`src/rtl/cdda_audio_out.sv`:
```
// cdda_audio_out -- CD-DA audio streamer on the AVR external SRAM bus.
//
// Firmware pushes 16-bit stereo PCM (little-endian, L then R) byte by byte
// into a FIFO. The block serialises one stereo frame every 1024 clk cycles.
// The output format is 64fs: BCK = clk/16 and LRCK = clk/1024, and each
// 16-bit sample is sent MSB first in slots 0-15 of its half-frame.
//
// Ports:
//   clk, rst         2x CPU clock (45.1584 MHz); synchronous active-high reset
//   sram_a/d_in/cs/oe/we   AVR SRAM-bus slave; 4-byte window at BASE_ADDR
//   sram_d_out       read data while selected and oe, else 0
//   sram_wait        always 0
//   irq              level refill request (IRQ_EN & EN & FIFO below half)
//   bck, lrck, sdat  serial audio outputs
//
// Register map (offset = sram_a[1:0]):
//   0 DATA   W push byte, R 0
//   1 STATUS R {UNDERRUN, OVF, full, empty, low, stg_valid, 2'b0}
//            W 1 to bit 7 / bit 6 clears the sticky flag
//   2 LEVEL  R min(count>>2, 255)
//   3 CTRL   R/W [0]EN [1]MUTE [2]FLUSH(self-clearing) [3]IRQ_EN
//
// Bus handshake: one CPU access holds sram_we for two clk cycles. The write
// acts only on the first clk of sel&sram_we (rising-edge detect). Reads are
// purely combinational and have no side effects.
module cdda_audio_out #(
  parameter logic [15:0] BASE_ADDR  = 16'hFF00,
  parameter int          FIFO_DEPTH = 256
) (
  input  logic        clk,
  input  logic        rst,
  input  logic [15:0] sram_a,
  input  logic [7:0]  sram_d_in,
  output logic [7:0]  sram_d_out,
  input  logic        sram_cs,
  input  logic        sram_oe,
  input  logic        sram_we,
  output logic        sram_wait,
  output logic        irq,
  output logic        bck,
  output logic        lrck,
  output logic        sdat
);

  localparam int AW = $clog2(FIFO_DEPTH);
  localparam int CW = AW + 1;

  // ---------------- bus decode ----------------
  logic       sel;
  logic [1:0] off;
  logic       wr_lvl, wr_q, wr_stb;
  logic       wr_data, wr_status, wr_ctrl, flush;

  assign sel       = sram_cs && (sram_a[15:2] == BASE_ADDR[15:2]);
  assign off       = sram_a[1:0];
  assign wr_lvl    = sel && sram_we;
  assign wr_stb    = wr_lvl && !wr_q;
  assign wr_data   = wr_stb && (off == 2'd0);
  assign wr_status = wr_stb && (off == 2'd1);
  assign wr_ctrl   = wr_stb && (off == 2'd3);
  assign flush     = wr_ctrl && sram_d_in[2];

  assign sram_wait = 1'b0;

  // ---------------- state ----------------
  logic          en_q, en_d, mute_q, mute_d, irq_en_q, irq_en_d;
  logic          under_q, under_d, ovf_q, ovf_d;
  logic [7:0]    mem_q [FIFO_DEPTH];
  logic [AW-1:0] wr_ptr_q, wr_ptr_d, rd_ptr_q, rd_ptr_d;
  logic [CW-1:0] count_q, count_d;
  logic          popping_q, popping_d;
  logic [1:0]    pop_idx_q, pop_idx_d;
  logic [31:0]   stg_q, stg_d;      // {R_hi, R_lo, L_hi, L_lo}
  logic          stg_valid_q, stg_valid_d;
  logic [31:0]   frame_q, frame_d;  // {R, L}
  logic [9:0]    cnt_q, cnt_d;
  logic          sdat_q, sdat_d;

  // ---------------- derived flags ----------------
  logic          full, empty, low, run;
  logic          push, pop, start_pop, frame_load;
  logic [1:0]    pidx;
  logic [10:0]   count_ext;
  logic [8:0]    level_raw;
  logic [7:0]    level;
  logic [7:0]    status;

  assign full      = (count_q == CW'(FIFO_DEPTH));
  assign empty     = (count_q == '0);
  assign low       = (count_q < CW'(FIFO_DEPTH / 2));
  assign count_ext = 11'(count_q);
  assign level_raw = count_ext[10:2];
  assign level     = (level_raw > 9'd255) ? 8'hFF : level_raw[7:0];
  assign status    = {under_q, ovf_q, full, empty, low, stg_valid_q, 2'b00};

  // A push in the same cycle as FLUSH is discarded along with the contents.
  assign push      = wr_data && !full && !flush;

  // Staging refill: start once 4 bytes are available, then keep popping
  // one byte per cycle until the whole stereo frame has been taken.
  assign start_pop = en_q && !stg_valid_q && !popping_q && (count_q >= CW'(4));
  assign pop       = (popping_q || start_pop) && !flush;
  assign pidx      = popping_q ? pop_idx_q : 2'd0;

  // EN must be set both now and after this edge for the streamer to keep
  // running; a CTRL write clearing EN zeroes the phase on that same edge.
  assign en_d       = wr_ctrl ? sram_d_in[0] : en_q;
  assign mute_d     = wr_ctrl ? sram_d_in[1] : mute_q;
  assign irq_en_d   = wr_ctrl ? sram_d_in[3] : irq_en_q;
  assign run        = en_q && en_d;
  assign frame_load = run && (cnt_q == 10'd1023);

  // ---------------- next state ----------------
  logic [15:0] smp;
  logic        sbit;

  always_comb begin
    wr_ptr_d    = wr_ptr_q;
    rd_ptr_d    = rd_ptr_q;
    count_d     = count_q;
    popping_d   = popping_q;
    pop_idx_d   = pop_idx_q;
    stg_d       = stg_q;
    stg_valid_d = stg_valid_q;
    frame_d     = frame_q;
    under_d     = under_q;
    ovf_d       = ovf_q;
    cnt_d       = run ? cnt_q + 10'd1 : 10'd0;

    if (wr_status && sram_d_in[7]) under_d = 1'b0;
    if (wr_status && sram_d_in[6]) ovf_d   = 1'b0;
    if (wr_data && full && !flush) ovf_d   = 1'b1;

    if (push) wr_ptr_d = wr_ptr_q + AW'(1);
    if (pop) begin
      rd_ptr_d = rd_ptr_q + AW'(1);
      stg_d[{pidx, 3'b000} +: 8] = mem_q[rd_ptr_q];
      if (pidx == 2'd3) begin
        popping_d   = 1'b0;
        pop_idx_d   = 2'd0;
        stg_valid_d = 1'b1;
      end else begin
        popping_d = 1'b1;
        pop_idx_d = pidx + 2'd1;
      end
    end
    count_d = count_q + CW'(push) - CW'(pop);

    if (frame_load) begin
      if (stg_valid_q) begin
        frame_d     = stg_q;
        stg_valid_d = 1'b0;
      end else begin
        frame_d = '0;
        under_d = 1'b1;
      end
    end

    if (flush) begin
      wr_ptr_d    = '0;
      rd_ptr_d    = '0;
      count_d     = '0;
      popping_d   = 1'b0;
      pop_idx_d   = 2'd0;
      stg_valid_d = 1'b0;
    end
  end

  // Serial bit for the slot starting now: slot = cnt[8:4], bit 15-slot of
  // the current channel, zero in slots 16-31 and when muted.
  always_comb begin
    smp    = cnt_q[9] ? frame_q[31:16] : frame_q[15:0];
    sbit   = !cnt_q[8] && smp[~cnt_q[7:4]] && !mute_q;
    sdat_d = sdat_q;
    if (!run) sdat_d = 1'b0;
    else if (cnt_q[3:0] == 4'd0) sdat_d = sbit;
  end

  // ---------------- registers ----------------
  always_ff @(posedge clk) begin
    if (push) mem_q[wr_ptr_q] <= sram_d_in;
  end

  always_ff @(posedge clk) begin
    if (rst) begin
      wr_q        <= 1'b0;
      en_q        <= 1'b0;
      mute_q      <= 1'b0;
      irq_en_q    <= 1'b0;
      under_q     <= 1'b0;
      ovf_q       <= 1'b0;
      wr_ptr_q    <= '0;
      rd_ptr_q    <= '0;
      count_q     <= '0;
      popping_q   <= 1'b0;
      pop_idx_q   <= 2'd0;
      stg_q       <= '0;
      stg_valid_q <= 1'b0;
      frame_q     <= '0;
      cnt_q       <= 10'd0;
      sdat_q      <= 1'b0;
    end else begin
      wr_q        <= wr_lvl;
      en_q        <= en_d;
      mute_q      <= mute_d;
      irq_en_q    <= irq_en_d;
      under_q     <= under_d;
      ovf_q       <= ovf_d;
      wr_ptr_q    <= wr_ptr_d;
      rd_ptr_q    <= rd_ptr_d;
      count_q     <= count_d;
      popping_q   <= popping_d;
      pop_idx_q   <= pop_idx_d;
      stg_q       <= stg_d;
      stg_valid_q <= stg_valid_d;
      frame_q     <= frame_d;
      cnt_q       <= cnt_d;
      sdat_q      <= sdat_d;
    end
  end

  // ---------------- outputs ----------------
  assign bck  = cnt_q[3];
  assign lrck = cnt_q[9];
  assign sdat = sdat_q;
  assign irq  = irq_en_q && en_q && low;

  always_comb begin
    sram_d_out = 8'h00;
    if (sel && sram_oe) begin
      case (off)
        2'd1:    sram_d_out = status;
        2'd2:    sram_d_out = level;
        2'd3:    sram_d_out = {4'b0000, irq_en_q, 1'b0, mute_q, en_q};
        default: sram_d_out = 8'h00;
      endcase
    end
  end

endmodule

```
`config.mk`:
```
export PLATFORM = sky130hd
export DESIGN_NAME = cdda_audio_out
export DESIGN_NICKNAME = d
export VERILOG_FILES = /design/src/rtl/cdda_audio_out.sv
export SDC_FILE = /design/constraint.sdc
export NUM_CORES = 2
export LEC_CHECK = 0
export BUFFER_PORTS_ARGS = -buffer_cell sky130_fd_sc_hd__buf_2
export CAP_MARGIN = 10
export CORE_ASPECT_RATIO = 1.1
export CORE_MARGIN = 8
export CORE_UTILIZATION = 40
export DETAILED_ROUTE_END_ITERATION = 10
export PLACE_DENSITY = 0.53
export REMOVE_ABC_BUFFERS = 1
export SLEW_MARGIN = 0
export SYNTH_ARGS = -nofsm -noshare
export SYNTH_HDL_FRONTEND = slang
export SYNTH_SLANG_ARGS = --single-unit
```
`constraint.sdc`:
```
create_clock -name clk -period 4.66 [get_ports clk]
set_clock_uncertainty 0.2 [all_clocks]
set_input_delay 0 -clock clk [delete_from_list [all_inputs] [get_ports clk]]
set_output_delay 0 -clock clk [all_outputs]
set_load 0.05 [all_outputs]
```
==> reports/metrics.cfg <==
[critical_path]
slowest_delay_ns = 0.91
crit_type = register to register
endpoint_kind = register
path_buf_inv = 4
cp.arrival_ns = 4.95
r2r_setup_slack_ns = 0.25
path_depth = 11
critPathMaxFanout = 32
slowest_stage = dfxtp_4
worstPathCellList = buf_12 -> buf_12 -> buf_4 -> mux2i_1 -> nand2_1 -> a31oi_1 -> o221ai_1 -> nand4_1 -> a211oi_2 -> buf_4 -> a32o_1
cp_top_family = compound AO/OA/AOI/OAI gates
start_kind = register
worstReg2RegEnd = stg_q[27]$_SDFFE_PP0P_
required_ns = 5.20
worst_r2r_path_depth = 11
crit_path_end = stg_q[27]$_SDFFE_PP0P_

[flow_run]
max_cap_viol_count = 0

[detailed_routing]
wl_per_cell_um = 30.5
via_per_inst = 5.70
vias = 43900
ant_nets = 0
first_pass_iters = 5
drtIter0Drc = 4844
drc = 0
wl_mm = 235

[finish]
syn_to_final_growth_pct = 15.5
finalCoreUtilization = 0.464
fillCellCount = 17800
nNetsFinal = 4806
drive_above_1_share = 0.253
stdcell_count = 7701

[sta]
maxSlewHeadroom = 0.205
fmax_ghz = 0.227
worst_pin_slew_ns = 1.19
hold_violations = 0
fin_crit_sh = 0.947
setup_ws_ns = 0.248
report.final.slew_viol_count = 0
period_needed_ns = 4.41
setup_viol = 0
rsz0062_at_grt = false

[floorplanning]
rows = 177
io_pins = 42
die_h_um = 499
initial_core_util = 0.402
fp.dieW_um = 455
die_area_sq_um = 227000
design.core.area_sq_um = 211000

[global_route]
grt_max_degree = 172
grt_use_met3 = 0.0347
grt_pass1_wl_mm = 336
grt_pass1_vias = 44800
grt.busiest_layer = met2
grt_antenna_before_repair = 6
use_met1 = 0.289
gr-usage-met2 = 0.325
track_usage = 0.204
overflow = 0

[synthesis]
synth_compound_area_frac = 0.0335
seq_area_frac_synth = 0.752
synthXorXnorAreaFrac = 0.00227
synth_edf_count = 2048
syn_area_per_cell_sq_um = 19.5
yosys_warnings = 0
synth_top_family_by_area = multiplexers
async_reset_ff_frac = 0
synth_flop_cell = edfxtp_1
yosys.area_share.simple = 0.0405
synth_cell_types = 81
synthMuxAreaShare = 0.148
netlist_area_sq_um = 84900
synthAdderAreaFrac = 0.00481
syn_inst = 4349
synth_seq_cells = 2166

[clocking]
cts_tree = built
cts.sinks = 2166
clkSlewWorstSetupHoldPaths_ns = 0.06
htree_levels = 4
cts_made_buffers = 217
insertion_delay_ns = 0.85
clockBufferDepth = 3
root_buffer = clkbuf_16

[power]
swShare = 0.199
intPower_w = 0.0317
ir_drop_uv = 405
p_switching_w = 0.00788
power_density_nw_per_um2 = 404
pwr-share-comb = 0.010
p_leak_nw = 30.2
clkPwrFrac = 0.453
seqPwrFrac = 0.537

[place]
dp_hpwl_mm = 151
gp_routability_congestion = 0.854
dp_slack_ns = 0.335
placedCellCount = 7266
port_buffers = 40

[hold_path]
hp-class = primary input to register
hold_depth = 6

[run_status]
outcome = completed

[worst min-delay path by stage]
stage                               to          from
2_1_floorplan  frame_q[0]$_SDFFE_PP0P_           rst
3_3_place_gp           wr_q$_SDFF_PP0_       sram_we
3_5_place_dp           wr_q$_SDFF_PP0_       sram_we
4_1_cts                wr_q$_SDFF_PP0_    sram_a[13]
5_1_grt         mem_q[18][7]$_DFFE_PP_  sram_d_in[7]
6_report           cnt_q[0]$_SDFF_PP0_    sram_a[13]
[Yosys cell counts, types with 6 or more instances]
cell,number,share of area
a22o_1,8,0.00083
or2_2,8,0.00059
and2_1,13,0.00096
inv_1,30,0.0013
buf_6,26,0.0034
dfxtp_1,118,0.028
nand4_1,16,0.0012
a221oi_1,6,0.00062
o21ai_0,30,0.0018
o22ai_1,59,0.0043
o211ai_1,6,0.00053
o21ai_1,20,0.0012
o221ai_1,12,0.0012
buf_1,13,0.00057
nor2_1,349,0.015
clkbuf_1,103,0.0046
buf_4,61,0.0054
a22oi_1,74,0.0065
mux2i_1,164,0.019
nor3_1,27,0.0016
a21oi_1,113,0.0067
and3_1,13,0.00096
ha_1,31,0.0046
nand3_1,65,0.0038
xor2_1,10,0.0010
mux4_2,483,0.13
nand2_1,176,0.0078
xnor2_1,12,0.0012
buf_2,46,0.0027
nor4_1,14,0.0010
a31oi_1,9,0.00066
a211oi_1,19,0.0017
o2bb2ai_1,16,0.0017
nand2b_1,19,0.0014
or3_1,10,0.00074
edfxtp_1,2048,0.72
o41ai_1,6,0.00062
nor2b_1,25,0.0018
[logic make-up after synthesis]
group | Yosys count
compound gates | 426
xor+xnor | 22
fa+ha+maj | 32
buf+inv | 286
flops | 2166
mux | 651
other cells | 1
simple gates | 765
[layout make-up]
type / instances / area, sq um / share of cell area
inverters: 36 / 135 / 0.00138
clock inverters: 147 / 1650 / 0.0168
diodes: 2 / 5.00 / 0.0000510
well taps: 2774 / 3470 / 0.0354
multi-input cells: 1897 / 19500 / 0.199
repair buffers: 427 / 3800 / 0.0388
clock buffers: 252 / 5640 / 0.0575
flip-flops and latches: 2166 / 63900 / 0.651
[placed cells by master, fill, tap and decap left out, types with 10 or more instances in the layout]
cell type	netlist	routed
xor2_1	10	10
buf_12	0	43
and3_1	13	13
bufinv_16	0	32
a22oi_1	74	74
nor4_1	14	13
o21ai_0	30	30
nand2b_1	19	19
clkinv_2	0	38
o221ai_1	12	12
xnor2_1	12	12
nor3_1	27	27
and2_1	13	13
o21ai_1	20	20
nor2_1	349	345
clkbuf_16	0	220
nand3_1	65	65
or3_1	10	10
nand4_1	16	16
a211oi_1	19	19
nor2b_1	25	25
inv_1	30	30
mux2i_1	164	164
o22ai_1	59	59
dfxtp_1	118	112
buf_4	61	310
nand2_1	176	171
edfxtp_1	2048	2048
o2bb2ai_1	16	16
clkbuf_1	103	31
dlygate4sd3_1	0	33
ha_1	31	31
a21oi_1	113	113
buf_2	46	32
mux4_2	483	483
clkinv_1	2	52
[power groups by stage]
stage / combinational (W) / clock (W) / sequential (W)
6_report: 0.000394 / 0.0180 / 0.0213
5_1_grt: 0.000424 / 0.0189 / 0.0213
4_1_cts: 0.000402 / 0.0182 / 0.0213
3_5_place_dp: 0.000387 / 0 / 0.0217
3_3_place_gp: 0.000368 / 0 / 0.0217
2_1_floorplan: 0.0000146 / 0 / 0.0217
[timing repair]
item,4_1_cts,5_1_grt
hold buffers,34,0
resized for setup,0,6
endpoints found under the hold margin,1565,0
setup buffers,0,0
setup endpoints to repair,0,24
[flip-flops by register name, summed over array words and instances (netlist names), 2 cells and up, named ones only]
| register | cells |
|---|---|
| count_q | 9 |
| frame_q | 32 |
| mem_q | 2048 |
| wr_ptr_q | 8 |
| stg_q | 32 |
| cnt_q | 10 |
| rd_ptr_q | 8 |
| pop_idx_q | 2 |
[worst reg2reg max path: stages (launching register included)]
cell	delay, ns
dfxtp_4	0.91
buf_12	0.33
buf_12	0.25
buf_4	0.20
mux2i_1	0.55
nand2_1	0.15
a31oi_1	0.51
o221ai_1	0.44
nand4_1	0.23
a211oi_2	0.09
buf_4	0.19
a32o_1	0.26
[per-layer routing]
layer  wire (um)  up-vias
met4        7360        0
li1            -    18500
met5           0        -
met1      101000    23500
met2      112000     1512
met3       14700      311
[per-stage QoR]
stage               TNS [ns]  hold slack (ns)  power (W)  instance area [sq um]
finish                     0           0.0806     0.0396                  98100
detailed placement         0           0.0960     0.0221                  90400
floorplan            -548.10           -0.131     0.0217                  83400
global placement           0           0.0994     0.0220                  90400
global route               0            0.101     0.0406                  98100
CTS                        0           0.0101     0.0399                  98000
Power figures use the tool's default switching activity.
